===== config.mk =====
export PLATFORM = sky130hd
export DESIGN_NAME = fpu_add_normalize
export DESIGN_NICKNAME = d
export VERILOG_FILES = /design/src/rtl/fpu_add_normalize.sv
export SDC_FILE = /design/constraint.sdc
export NUM_CORES = 1
export LEC_CHECK = 0
export CAP_MARGIN = 20
export CORE_ASPECT_RATIO = 1.1
export CORE_MARGIN = 1
export CORE_UTILIZATION = 30
export CTS_CLUSTER_DIAMETER = 100
export DETAILED_ROUTE_END_ITERATION = 7
export SLEW_MARGIN = 30
export SYNTH_ARGS = -nofsm -noshare
export SYNTH_HDL_FRONTEND = slang
export SYNTH_SLANG_ARGS = --single-unit

===== constraint.sdc =====
create_clock -name clk -period 6.25 [get_ports clk]
set_clock_uncertainty 0.15 [all_clocks]
set_input_delay 1.5625 -clock clk [delete_from_list [all_inputs] [get_ports clk]]
set_output_delay 1.5625 -clock clk [all_outputs]
set_load 0.02 [all_outputs]

===== src/rtl/fpu_add_normalize.sv =====
// FPU adder back end: effective add/subtract of aligned fractions, one-bit-per-cycle
// normalisation, truncating pack into an IEEE-754 word with zero/overflow/underflow flags.
module fpu_add_normalize #(
   parameter bit double = 1'b0
) (
   input  logic                                  clk,
   input  logic                                  rst_n,
   input  logic                                  in_valid,
   output logic                                  in_ready,
   input  logic                                  sign_a,
   input  logic                                  sign_b,
   input  logic [(double ? 11 : 8)-1:0]          exp_large,
   input  logic [(double ? 52 : 23)+1:0]         frac_a_al,
   input  logic [(double ? 52 : 23)+1:0]         frac_b_al,
   output logic                                  out_valid,
   input  logic                                  out_ready,
   output logic [(double ? 64 : 32)-1:0]         result,
   output logic                                  flag_zero,
   output logic                                  flag_ovf,
   output logic                                  flag_unf,
   output logic [1:0]                            o_dbg_state
);

   localparam int size     = double ? 64 : 32;
   localparam int exponent = double ? 11 : 8;
   localparam int mantissa = double ? 52 : 23;
   localparam int FW       = mantissa + 2;
   localparam logic [exponent-1:0] EXP_ONES = '1;
   localparam logic [exponent-1:0] EXP_ONE  = {{(exponent-1){1'b0}}, 1'b1};

   // Handshake: a transfer happens on a rising edge where valid && ready are both high;
   // valid and its payload never change while waiting for ready.
   typedef enum logic [1:0] {IDLE = 2'd0, ADD = 2'd1, NORM = 2'd2, DONE = 2'd3} state_t;

   state_t              r_state, w_state_nxt;
   logic                r_sign_a, r_sign_b;
   logic [FW-1:0]       r_frac_a, r_frac_b;
   logic                r_sign, w_sign_nxt;
   logic [exponent-1:0] r_exp, w_exp_nxt;
   logic [FW-1:0]       r_frac, w_frac_nxt;
   logic                r_zero, r_ovf, r_unf;
   logic                w_zero_nxt, w_ovf_nxt, w_unf_nxt;
   logic [FW-1:0]       w_sum;
   logic                w_sum_sign;
   logic [exponent-1:0] w_exp_inc;

   assign w_exp_inc = r_exp + 1'b1;

   // Magnitude add, or larger-minus-smaller so the difference is never negative.
   always_comb begin
      w_sum      = r_frac_a + r_frac_b;
      w_sum_sign = r_sign_a;
      if (r_sign_a != r_sign_b) begin
         if (r_frac_a >= r_frac_b) begin
            w_sum      = r_frac_a - r_frac_b;
            w_sum_sign = r_sign_a;
         end else begin
            w_sum      = r_frac_b - r_frac_a;
            w_sum_sign = r_sign_b;
         end
      end
   end

   always_comb begin
      w_state_nxt = r_state;
      w_sign_nxt  = r_sign;
      w_exp_nxt   = r_exp;
      w_frac_nxt  = r_frac;
      w_zero_nxt  = r_zero;
      w_ovf_nxt   = r_ovf;
      w_unf_nxt   = r_unf;
      in_ready    = 1'b0;
      out_valid   = 1'b0;
      case (r_state)
         IDLE: begin
            in_ready = 1'b1;
            if (in_valid) begin
               w_exp_nxt   = exp_large;
               w_zero_nxt  = 1'b0;
               w_ovf_nxt   = 1'b0;
               w_unf_nxt   = 1'b0;
               w_state_nxt = ADD;
            end
         end
         ADD: begin
            w_sign_nxt = w_sum_sign;
            w_frac_nxt = w_sum;
            if (w_sum == '0) begin
               w_sign_nxt  = 1'b0;
               w_exp_nxt   = '0;
               w_zero_nxt  = 1'b1;
               w_state_nxt = DONE;
            end else if (w_sum[FW-1]) begin
               // Carry out: the dropped LSB is the truncation.
               w_state_nxt = DONE;
               if (w_exp_inc == EXP_ONES) begin
                  w_exp_nxt  = EXP_ONES;
                  w_frac_nxt = '0;
                  w_ovf_nxt  = 1'b1;
               end else begin
                  w_exp_nxt  = w_exp_inc;
                  w_frac_nxt = w_sum >> 1;
               end
            end else if (w_sum[mantissa]) begin
               w_state_nxt = DONE;
            end else begin
               w_state_nxt = NORM;
            end
         end
         NORM: begin
            if (r_exp <= EXP_ONE) begin
               // One more shift would need exponent 0: flush instead of going subnormal.
               w_exp_nxt   = '0;
               w_frac_nxt  = '0;
               w_unf_nxt   = 1'b1;
               w_state_nxt = DONE;
            end else begin
               w_exp_nxt  = r_exp - 1'b1;
               w_frac_nxt = r_frac << 1;
               if (r_frac[mantissa-1]) w_state_nxt = DONE;
            end
         end
         DONE: begin
            out_valid = 1'b1;
            if (out_ready) w_state_nxt = IDLE;
         end
         default: w_state_nxt = IDLE;
      endcase
   end

   always_ff @(posedge clk) begin
      if (!rst_n) r_state <= IDLE;
      else        r_state <= w_state_nxt;
   end

   always_ff @(posedge clk) begin
      if (!rst_n) begin
         r_sign_a <= 1'b0;
         r_sign_b <= 1'b0;
         r_frac_a <= '0;
         r_frac_b <= '0;
         r_sign   <= 1'b0;
         r_exp    <= '0;
         r_frac   <= '0;
         r_zero   <= 1'b0;
         r_ovf    <= 1'b0;
         r_unf    <= 1'b0;
      end else begin
         if (r_state == IDLE && in_valid) begin
            r_sign_a <= sign_a;
            r_sign_b <= sign_b;
            r_frac_a <= frac_a_al;
            r_frac_b <= frac_b_al;
         end
         r_sign <= w_sign_nxt;
         r_exp  <= w_exp_nxt;
         r_frac <= w_frac_nxt;
         r_zero <= w_zero_nxt;
         r_ovf  <= w_ovf_nxt;
         r_unf  <= w_unf_nxt;
      end
   end

   assign result      = {r_sign, r_exp, r_frac[mantissa-1:0]};
   assign flag_zero   = r_zero;
   assign flag_ovf    = r_ovf;
   assign flag_unf    = r_unf;
   assign o_dbg_state = r_state;

   logic w_unused;
   assign w_unused = ^{size[0]};

endmodule


-- Yosys cells after proc, flatten, opt, wreduce, memory -nomap -nowiden
Index checks and enable logic that the tools add are counted.
- bits in latches: 0
- logic and storage cells: 79
- flip-flop bits (word level): 89
- RAM bits: 0
- memory bits (read-only): 0
- memories kept: 0
- divide/modulo/power cells: 0
- equality and inequality tests: 14
- magnitude comparators: 2
- shift-type cells: 0
- multiply operators: 0
- muxes and demuxes: 35
- bitwise gates (word level): 0
- reductions and logical operators: 12
- $add $sub $neg: 5
- operator list (cell ; count):
    $mux 23 ; 4
    $mux 25 ; 2
    $sub 25x25->25 ; 2
    $pmux 23 s2 ; 1
    $mux 8 ; 5
    $add 25x25->25 ; 1
    $ge 25x25->1 ; 1
    $logic_not 25->1 ; 1
    $pmux 8 s3 ; 1
    $mux 1 ; 14
    $ne 2x2->1 const B ; 7
    $reduce_and 3->1 ; 4
    $add 8x1->8 const B ; 1
    $eq 8x8->1 const B ; 1
    $le 8x1->1 const B ; 1
    $mux 2 ; 4
    $pmux 2 s4 ; 1
    $sub 8x1->8 const B ; 1
    $ne 3x3->1 const B ; 2
    $pmux 1 s2 ; 3
    $reduce_bool 2->1 ; 3
    $reduce_and 5->1 ; 1
    $eq 2x2->1 const B ; 2
    $reduce_bool 3->1 ; 1
    4 further kinds ; 4

-- Logic depth before layout (Yosys ltp)
Gate-level depths: netlist of run 1.
- word-level depth: 7
- mapped depth: 19
- gate-level depth less buffers: 16

-- Worst setup path after synthesis of run 1
OpenSTA, ideal clock, no wires.
- path kind: register to register
- start: register r_frac_a[4]
- end: register r_exp[5]
- buffers on the path: 2
- path slack: 1939 ps
- data required time: 5976 ps
- cell stages (with the launch flop): 18
- period minus slack after synthesis: 4311 ps
- arrival: 4037 ps
- path through: dfxtp_1 -> inv_1 -> ha_1 -> buf_2 -> a21o_1 -> a31oi_1 -> a2111oi_4 -> o31ai_2 -> buf_2 -> nand4_1 -> a31oi_1 -> xor2_1 -> nand4_1 -> or4_4 -> nor4_4 -> nor2_2 -> a221oi_1 -> o31ai_2
- longest elaborated chain between the ends: 6
- elaborated cells between the ends (all ways): 11
- RTL lines (element ; line ; RTL):
    start: declaration ; 37 ; logic [FW-1:0] r_frac_a, r_frac_b;
    start signal: assignment ; 152 ; r_frac_a <= frac_a_al;
    $sub 25x25->25, or another cell as far along ; 58 ; w_sum = r_frac_b - r_frac_a;
    $mux 25 ; 54 ; if (r_frac_a >= r_frac_b) begin
    $mux 25 * ; 53 ; if (r_sign_a != r_sign_b) begin
    $logic_not 25->1 ; 88 ; if (w_sum == '0) begin
    $ne 3x3->1 (no source line) / $mux 8 (equally long branches) ; - ;
    $reduce_and 3->1 (no source line) / $pmux 8 s3 (equally long branches) ; - ;
    end signal: assignment ; 156 ; r_exp <= w_exp_nxt;
    end: declaration ; 39 ; logic [exponent-1:0] r_exp, w_exp_nxt;
Mark *: on every way between the ends. The rest lies on a longest branch, timed or not.
A chain may end at the register's enable or synchronous reset.

-- Final worst setup path of run 1
- start: register r_frac_a[10]
- end: register r_exp[1]
The elaborated chain is that of the path after synthesis.

==> results of run 1 <==
-- stage by stage --
stage | total power, mW | cell area (um^2) | hold WS (ps) | utilization, % | cells
final | 4.72 | 9890 | 315 | 36.4 | 1589
after detailed placement | 4.12 | 9600 | 309 | 35.3 | 1573
after global routing | 5.11 | 9890 | 332 | 36.4 | 1589
after floorplan | 3.21 | 8370 | 286 | - | 1185
after CTS | 4.70 | 9890 | 319 | 36.4 | 1589
after global placement | 4.13 | 9590 | 302 | 35.3 | 1573
-- sequential cells by signal, indices dropped and copies added (netlist names) --
register and count:
r_sign_a 1, r_sign 1, r_frac 23, flag_ovf 1, o_dbg_state 2, r_frac_b 25
flag_zero 1, flag_unf 1, r_exp 8, r_frac_a 25, r_sign_b 1
-- per-layer routing --
layer	track usage [%]	routed length, um	vias up
li1	-	-	4267
met1	25.3	12500	4068
met2	32.9	13000	295
met3	2.62	1500	34
met4	6.05	518	0
met5	0	0	-
-- placed cells by master (no fill, tap or decap), drive strengths merged, types with 18 or more instances in the layout --
cell,instances
a21o,20
nand3,28
nor3,18
a21oi,136
xnor2,27
nand2,170
o21ai,73
dfxtp,89
a31oi,32
nor2,103
o211ai,29
ha,81
clkdlybuf4s50,102
inv,87
-- how the worst max path moves through the flow --
stage,end,slack (ps),from
global placement,r_exp[1],980,r_frac_a[10]
floorplan,r_exp[5],1940,r_frac_a[4]
CTS,r_exp[1],780,r_frac_a[10]
detailed placement,r_exp[1],780,r_frac_a[10]
global route,r_exp[1],400,r_frac_a[4]
finish,r_exp[1],720,r_frac_a[10]
-- critical path, delay by kind of cell (launching register included) --
| family | cells | cell delay (ps) |
|---|---|---|
| compound gates | 8 | 2160 |
| simple gates | 3 | 1680 |
| fa+ha+maj | 1 | 460 |
| flops | 1 | 380 |
| mux | 1 | 370 |
| xor+xnor | 1 | 170 |
| buf+inv | 1 | 60 |
-- where the power goes --
group	switching [mW]	internal [mW]	total, mW	leakage (nW)
logic	2.09	1.21	3.29	3.03
clock network	0.277	0.282	0.559	0.140
registers	0.163	0.702	0.865	0.731
total	2.53	2.19	4.72	3.90
-- logic make-up after synthesis --
family | Yosys count | synth area share [%]
compound gates | 392 | 30.3
flops | 89 | 21.3
buf+inv | 166 | 7.94
xor+xnor | 36 | 3.77
fa+ha+maj | 84 | 12.8
mux | 11 | 1.33
simple gates | 407 | 22.5
-- cell type report --
type                            count  area, um^2
Multi-Input combinational cell    930        5950
Timing Repair Buffer              113        1100
Fill cell                        2915       17300
Inverter                           84         317
Tap cell                          357         447
Clock inverter                      7        68.8
Clock buffer                        9         225
Sequential cell                    89        1780
==> impl_metrics.yaml, run 1 <==
critical_path:
  crit_arrival_ps: 5650
  cp_slowest_cell: "or4_1"
  reg2regPathDepth: 15
  reg2reg_slack_ps: 720
  crit_chain: "inv_1 -> ha_1 -> a21oi_1 -> o21bai_1 -> a22o_1 -> o31a_4 -> nor2_2 -> o311ai_0 -> a31o_1 -> xor2_1 -> or4_1 -> nor4_4 -> o211ai_4 -> mux2_1 -> o41ai_1"
  r2r_start: "r_frac_a[10]"
  crit_path_end_kind: "flop"
  cp.required_ps: 6370
  critical_path.max_stage_delay_ps: 580
  r2r-end: "r_exp[1]"
  critPathKind: "flop to flop"
  start_kind: "flop"
  crit_path_max_fanout: 15
global_routing:
  globalRouteTotalUtil_pct: 19.4
  gr-total-overflow: 0
  grt_pass1_wl_mm: 44.1
  grt_pass1_vias: 8155
  grt_max_degree: 56
  antenna_found_initial: 0
route:
  drc: 0
  ant_nets: 0
  drtPass1Iterations: 5
  vias: 8664
  vias_per_cell: 5.45
  wirelength_mm: 27.6
  drtIter0Drc: 625
  wl_per_cell_um: 17.3
logic_synthesis:
  synth_area_leader_cell: "dfxtp_1"
  ys_warn_count: 0
  synth_common_cells: "nand2_1 (169), a21oi_1 (136), nor2_1 (101)"
  ys_ff_latch: 89
  synth_seq_area_share_pct: 21.3
  syn_area_mm2: 0.00837
  yosysMostFrequentCell: "nand2_1"
  synth_fp_nets: 1333
  synthDistinctLibCells: 82
  synthTopCellsByArea: "dfxtp_1 (21%), ha_1 (12%), a21oi_1 (8.1%)"
  synth_edf_count: 0
  syn_inst: 1185
  synthArstFlopShare_pct: 0
  syn_area_per_cell_um2: 7.06
  yosys.area.top_type_share_pct: 21.3
  synth_flop_cell: "dfxtp_1"
clock_network:
  postCtsResizedCells: 0
  clkTransAtPathRegs_ps: 80
  clock_path_buffers: 2
  cts_buffers: 9
  hold_buffers: 0
  cts_tree: "built"
  worstSkewPairLatency_ps: 380
  postCtsSetupBuffers: 0
  cts_root_buf: "clkbuf_16"
  cts_sinks: 89
  htreeDepth: 3
pwr:
  p_leak_nw: 3.90
  ir_worst_vdd_uv: 204
  powerDensity_mw_per_mm2: 477
placement:
  hpwl_mm: 21.3
  place_congestion: 0.954
  pre_cts_ws_ps: 779
  port_buffers: 102
sta:
  slew_violations: 0
  max_freq_mhz: 181
  min_period_ps: 5530
  rsz0062_at_grt: "no"
  worst_slew_pin_slew_ps: 941
  setup_tns_ps: 0
  finalSetupViolations: 0
  period_share_pct: 88.5
  timing.final.ws_setup_ps: 721
  hold_violations: 0
  max_slew_margin_pct: 37.0
die:
  start_util_pct: 30.8
  core_area_mm2: 0.0272
  io-pin-count: 103
  rows: 63
  die_h_um: 177
  dieWidth_um: 161
  die_area_mm2: 0.0286
finish:
  n_antenna_cell: 0
  syn2layout_area_growth_pct: 18.3
  final_nets: 1375
  drive_above_1_share_pct: 4.87
worst_hold_path:
  hp-start: "r_frac_b[24]"
  hold_path_depth: 2
  hold_end: "r_frac_b[24]"
  hold_class: "flop to flop"
run_status:
  status: "finished, final reports clean"
job:
  maxCapViolations: 0
Note: power is estimated with default switching activity, not from simulation.
==> run 2: changes to the inputs <==
--- a/constraint.sdc
+++ b/constraint.sdc
@@ -3,3 +3,3 @@
 set_input_delay 1.5625 -clock clk [delete_from_list [all_inputs] [get_ports clk]]
 set_output_delay 1.5625 -clock clk [all_outputs]
-set_load 0.02 [all_outputs]
+set_load 0.01 [all_outputs]
==> results of run 2 <==
The final DEF is identical to that of run 1. Status: finished, final reports clean.
Main changes from that run: total power 4.72 mW -> 4.66 mW
